[src/rtl/pasta_stream_decrypt.sv]
// Purpose: PASTA keystream consumer. Sequences the permutation core (reset, nonce,
//          block counter), takes each S-word keystream block and subtracts it mod Q
//          from a streamed ciphertext, one word in, one registered plaintext word out.
// Ports:   clk/rst (sync, active-high); start/nonce begin a message; perm_* drive and
//          observe the permutation core; ct_* ciphertext in (valid/ready); pt_* plaintext
//          out (valid/ready); busy spans start..last word accepted; err flags ct >= Q.
// Config:  define PASTA_KS_PREFETCH_EN to buffer the keystream and overlap computing
//          block n+1 with streaming block n; otherwise perm_ks is read live from the core.
module pasta_stream_decrypt #(
  parameter int BITLEN = 17,
  parameter int Q      = 65537,
  parameter int S      = 32
) (
  input  logic                clk,
  input  logic                rst,
  input  logic                start,
  input  logic [63:0]         nonce,
  output logic                perm_rst,
  output logic [63:0]         perm_nonce,
  output logic [63:0]         perm_block_counter,
  input  logic                perm_done,
  input  logic [BITLEN*S-1:0] perm_ks,
  input  logic                ct_valid,
  output logic                ct_ready,
  input  logic [BITLEN-1:0]   ct_data,
  input  logic                ct_last,
  output logic                pt_valid,
  input  logic                pt_ready,
  output logic [BITLEN-1:0]   pt_data,
  output logic                pt_last,
  output logic                busy,
  output logic                err
);

  localparam int IDXW = (S > 1) ? $clog2(S) : 1;
  localparam logic [BITLEN:0] Q_EXT = (BITLEN+1)'(Q);

  typedef enum logic [2:0] {IDLE, LOAD, WAIT, STREAM, FLUSH} state_t;

  state_t            state, state_nx;
  logic [IDXW-1:0]   idx;
  logic [63:0]       blk_ctr;
  logic [63:0]       nonce_q;
  logic [BITLEN-1:0] ks_word;
  logic [BITLEN:0]   diff;
  logic              ct_fire;
  logic              pt_fire;
  logic              blk_end;
  logic              ks_avail;
  // High for the single cycle in which the core is being re-armed behind the stream.
  // perm_done may still show the previous block during that cycle, so it is masked.
  logic              rearm;

  assign perm_nonce         = nonce_q;
  assign perm_block_counter = blk_ctr;
  assign ct_fire            = ct_valid && ct_ready;
  assign pt_fire            = pt_valid && pt_ready;
  assign blk_end            = ct_fire && !ct_last && (idx == IDXW'(S-1));
  assign ks_avail           = perm_done && !rearm;

`ifdef PASTA_KS_PREFETCH_EN
  logic [BITLEN-1:0] ks_buf [S];
  logic              capture;

  // Capture either the first block (WAIT) or, at a block boundary, a prefetch that has
  // already completed. Every capture immediately re-arms the core for the next block.
  assign capture = ks_avail && ((state == WAIT) || (state == STREAM && blk_end));
  assign ks_word = ks_buf[idx];

  always_ff @(posedge clk) begin
    if (rst) begin
      rearm <= 1'b0;
    end else begin
      rearm <= capture;
    end
    if (capture) begin
      for (int i = 0; i < S; i++) begin
        ks_buf[i] <= perm_ks[BITLEN*i +: BITLEN];
      end
    end
  end
`else
  // The core holds perm_ks after perm_done while perm_rst stays low, so read it live.
  assign rearm   = 1'b0;
  assign ks_word = perm_ks[BITLEN*idx +: BITLEN];
`endif

  // ct - ks mod Q; the +Q branch cannot overflow BITLEN+1 bits since ct < ks there.
  assign diff = (ct_data >= ks_word) ? {1'b0, ct_data - ks_word}
                                     : ({1'b0, ct_data} + Q_EXT - {1'b0, ks_word});

  always_ff @(posedge clk) begin
    if (rst) begin
      state <= IDLE;
    end else begin
      state <= state_nx;
    end
  end

  always_comb begin
    state_nx = state;
    case (state)
      IDLE:   if (start) state_nx = LOAD;
      LOAD:   state_nx = WAIT;
      WAIT:   if (ks_avail) state_nx = STREAM;
      STREAM: begin
        if (ct_fire && ct_last) begin
          state_nx = FLUSH;
        end else if (blk_end) begin
`ifdef PASTA_KS_PREFETCH_EN
          state_nx = ks_avail ? STREAM : WAIT;
`else
          state_nx = LOAD;
`endif
        end
      end
      FLUSH:  if (pt_fire && pt_last) state_nx = IDLE;
      default: state_nx = IDLE;
    endcase
  end

  always_comb begin
    perm_rst = 1'b1;
    ct_ready = 1'b0;
    case (state)
      WAIT:   perm_rst = rearm;
      STREAM: begin
        perm_rst = rearm;
        ct_ready = !pt_valid || pt_ready;
      end
      default: ;
    endcase
  end

  always_ff @(posedge clk) begin
    if (rst) begin
      nonce_q  <= '0;
      blk_ctr  <= '0;
      idx      <= '0;
      pt_valid <= 1'b0;
      pt_data  <= '0;
      pt_last  <= 1'b0;
      busy     <= 1'b0;
      err      <= 1'b0;
    end else begin
      if (state == IDLE && start) begin
        nonce_q <= nonce;
        blk_ctr <= '0;
        idx     <= '0;
        busy    <= 1'b1;
        err     <= 1'b0;
      end

      if (ct_fire) begin
        idx <= blk_end ? '0 : idx + 1'b1;
        if ({1'b0, ct_data} >= Q_EXT) err <= 1'b1;
      end

`ifdef PASTA_KS_PREFETCH_EN
      // Counter names the block the core is working on, which runs one ahead.
      if (capture) blk_ctr <= blk_ctr + 64'd1;
`else
      if (blk_end) blk_ctr <= blk_ctr + 64'd1;
`endif

      if (ct_fire) begin
        pt_valid <= 1'b1;
        pt_data  <= diff[BITLEN-1:0];
        pt_last  <= ct_last;
      end else if (pt_ready) begin
        pt_valid <= 1'b0;
        pt_last  <= 1'b0;
      end

      if (state == FLUSH && pt_fire && pt_last) busy <= 1'b0;
    end
  end

endmodule
[config.mk]
export PLATFORM = sky130hd
export DESIGN_NAME = pasta_stream_decrypt
export DESIGN_NICKNAME = d
export VERILOG_FILES = /design/src/rtl/pasta_stream_decrypt.sv
export SDC_FILE = /design/constraint.sdc
export NUM_CORES = 1
export LEC_CHECK = 0
export CORE_AREA = 2 2 303 305
export DETAILED_ROUTE_END_ITERATION = 12
export DIE_AREA = 0 0 305 307
export PLACE_DENSITY = 0.4
export SLEW_MARGIN = 15
export SYNTH_ARGS = -nofsm -noshare
export SYNTH_HDL_FRONTEND = slang
export SYNTH_SLANG_ARGS = --single-unit
[constraint.sdc]
create_clock -name clk -period 5.2 [get_ports clk]
set_input_delay 1.04 -clock clk [delete_from_list [all_inputs] [get_ports clk]]
set_output_delay 1.04 -clock clk [all_outputs]
set_load 0.01 [all_outputs]
==> results.sh <==
export IMPL_core_rowCount=111
export IMPL_synth_cells=1271
export IMPL_slew_viol_final=0
export IMPL_multiInputGateArea_mm2=0.008826
export IMPL_wirelength_um=77450
export IMPL_p_per_area_mw_per_mm2=173.8
export IMPL_mostFrequentLayoutCells="clkdlybuf4s50_1 (781), nand2_1 (186), mux4_2 (170)"
export IMPL_ctsResizeCount=0
export IMPL_hp_class="reg -> reg"
export IMPL_drtIter0Drc=723
export IMPL_synth_edf_count=0
export IMPL_start_util_pct=13.79
export IMPL_nets=2772
export IMPL_final_common_cell="clkdlybuf4s50_1"
export IMPL_antenna_found_initial=32
export IMPL_syn2layout_area_growth_pct=83.90
export IMPL_ant_nets=0
export IMPL_cts_buffers=17
export IMPL_grt_max_degree=109
export IMPL_seqCellArea_mm2=0.003157
export IMPL_ir_drop_v=0.0001962
export IMPL_pin_count=783
export IMPL_fin_crit_sh_pct=94.10
export IMPL_setup_viol_count_final=0
export IMPL_synth_avg_cell_area_um2=9.839
export IMPL_nFillCells=9661
export IMPL_dr_pass1_iters=5
export IMPL_globalplace_congestion=0.9111
export IMPL_cp_arrival_ns=5.25
export IMPL_die_area_mm2=0.09364
export IMPL_postCtsSetupRepairBufs=0
export IMPL_fin_util_pct=25.36
export IMPL_fin_skew_ns=0.01487
export IMPL_die_width_um=305
export IMPL_grt_pass1_vias=14870
export IMPL_syn_area_mm2=0.01251
export IMPL_ys_seq_area_share_pct=25.13
export IMPL_slew_headroom_pct=38.99
export IMPL_cts_tree="yes"
export IMPL_critPathKind="in -> reg"
export IMPL_vias=13980
export IMPL_crit_fanout=2
export IMPL_htree_levels=4
export IMPL_clock_latency_ns=0.46
export IMPL_drc=0
export IMPL_status="finished, final reports clean"
export IMPL_synth_async_sr_flop_share_pct=0
export IMPL_synth_cell_type_count=60
export IMPL_yosysWarnings=0
export IMPL_synth_seq_cells=157
export IMPL_wire_per_inst_um=23.55
export IMPL_drive_gt1_share_pct=16.29
export IMPL_maxCapViolCount=0
export IMPL_power_leakage_uw=0.007678
export IMPL_clk_pin_slew_worst_paths_ns=0.07
export IMPL_chipHeight_um=307
export IMPL_grt_use_total_pct=16.19
export IMPL_routed_via_density=4.251
export IMPL_postCtsHoldBufs=0
export IMPL_cp_end_kind="register"
export IMPL_fin_crit_ns=4.893
export IMPL_dpl_hpwl_um=67210
export IMPL_start_kind="primary input"
export IMPL_rsz0062_at_grt="false"
export IMPL_worst_pin_slew_ns=0.9151
export IMPL_hold_viol_final=0
export IMPL_synth_fp_nets=1956
export IMPL_hold_slack_ns=0.4525
export IMPL_placed_area_mm2=0.02235
export IMPL_timing_fmax_mhz=204.4
export IMPL_grt_pass1_wl_um=109400
export IMPL_cts_sink_count=157
export IMPL_synthFlopType="dfxtp_1"
export IMPL_overflow=0
export IMPL_port_buffers=782
export IMPL_fin_area_mm2=0.02300
export IMPL_cts_buffer_depth=2
export IMPL_required_ns=5.55
export IMPL_clockRootBuffer="clkbuf_16"
export IMPL_coreArea_mm2=0.09069
## final timing paths
| check | to | slack, ns | cells past startpoint | startpoint |
|---|---|---|---|---|
| max | pt_data[15] | 0.31 | 18 | perm_ks[307] |
| min | perm_nonce[51] | 0.45 | 2 | perm_nonce[51] |
| max reg2reg | pt_data[8] | 0.33 | 16 | idx[0] |
| min reg2reg | perm_nonce[51] | 0.45 | 2 | perm_nonce[51] |
## layout make-up
class	instances	share of cell area, %
Antenna cell	3	0.03264
Sequential cell	157	13.73
Inverter	43	0.7018
Multi-Input combinational cell	977	38.38
Clock inverter	10	0.6474
Clock buffer	21	2.138
Tap cell	1186	6.452
Timing Repair Buffer	891	37.93
## through the flow
stage                     instances  total power [µW]  TNS [ns]  worst slack, ns
after CTS                      3285              4090         0           0.1240
after global routing           3287              4219         0          0.08482
final                          3288              3996         0           0.3068
after global placement         3254              2631    -1.060          -0.2440
after detailed placement       3254              2641    -1.438          -0.2767
after floorplan                1271              1794         0           0.4655
## sequential cells by signal (all words and copies together) (netlist names)
register	flops
pt_valid	1
pt_data	17
err	1
pt_last	1
idx	5
busy	1
state	3
perm_nonce	64
perm_block_counter	64
## metal layers
metal  vias up  global-route usage, %  part of all wire (%)
met1      6910                  18.30                    39
met2       523                  30.64                    54
met4        16                  2.936                   1.2
li1       6456                      -                     -
met5         -                      0                  0.14
met3        72                  4.052                   6.0
## worst max-delay path: stages
cell,delay [ns]
clkdlybuf4s50_1,0.51
mux4_2,0.59
mux4_2,0.50
mux2i_1,0.22
inv_1,0.08
ha_1,0.30
inv_1,0.05
ha_1,0.20
inv_1,0.08
fa_1,0.18
o21bai_1,0.06
a21oi_1,0.19
o21bai_1,0.12
a31oi_1,0.19
a21oi_1,0.12
or4b_2,0.64
nand3_1,0.10
nand3_1,0.06
## power breakdown
| group | internal, µW | total (µW) | switching [µW] |
|---|---|---|---|
| Clock | 828 | 1400 | 571 |
| Combinational | 819 | 1330 | 510 |
| Sequential | 1240 | 1270 | 24.8 |
## cells by family (layout without fill, tap and decap cells)
kind of cell / count (synthesis) / count (layout) / synth area share (%)
xor gates and xnor gates: 30 / 30 / 2.101
buffers and inverters: 137 / 965 / 4.392
other: 0 / 3 / 0
adders and majority gates: 53 / 53 / 6.263
muxes: 201 / 201 / 33.18
and+or+nand+nor: 460 / 460 / 17.80
AOI/OAI and AO/OA: 233 / 233 / 11.14
DFF: 157 / 157 / 25.13
## cell usage after synthesis, types with 8 or more instances
library cell / number / share of area [%]
fa_1: 16 / 2.6
buf_2: 10 / 0.40
o211ai_1: 20 / 1.2
clkbuf_1: 69 / 2.1
nand4_1: 14 / 0.70
or2_2: 10 / 0.50
or3_1: 19 / 0.95
ha_1: 37 / 3.7
inv_1: 43 / 1.3
nand3_1: 53 / 2.1
a211oi_1: 17 / 1.0
buf_1: 11 / 0.33
mux2i_1: 23 / 1.8
nor2_1: 84 / 2.5
mux4_2: 170 / 31
a21oi_1: 131 / 5.2
and4_1: 11 / 0.77
nor3_1: 25 / 1.0
o21ai_0: 13 / 0.52
xnor2_1: 23 / 1.6
nand2b_1: 8 / 0.40
dfxtp_1: 157 / 25
and3_1: 8 / 0.40
nor4_1: 9 / 0.45
a31oi_1: 15 / 0.75
nand2_1: 186 / 5.6
Power figures use the tool's default switching activity.
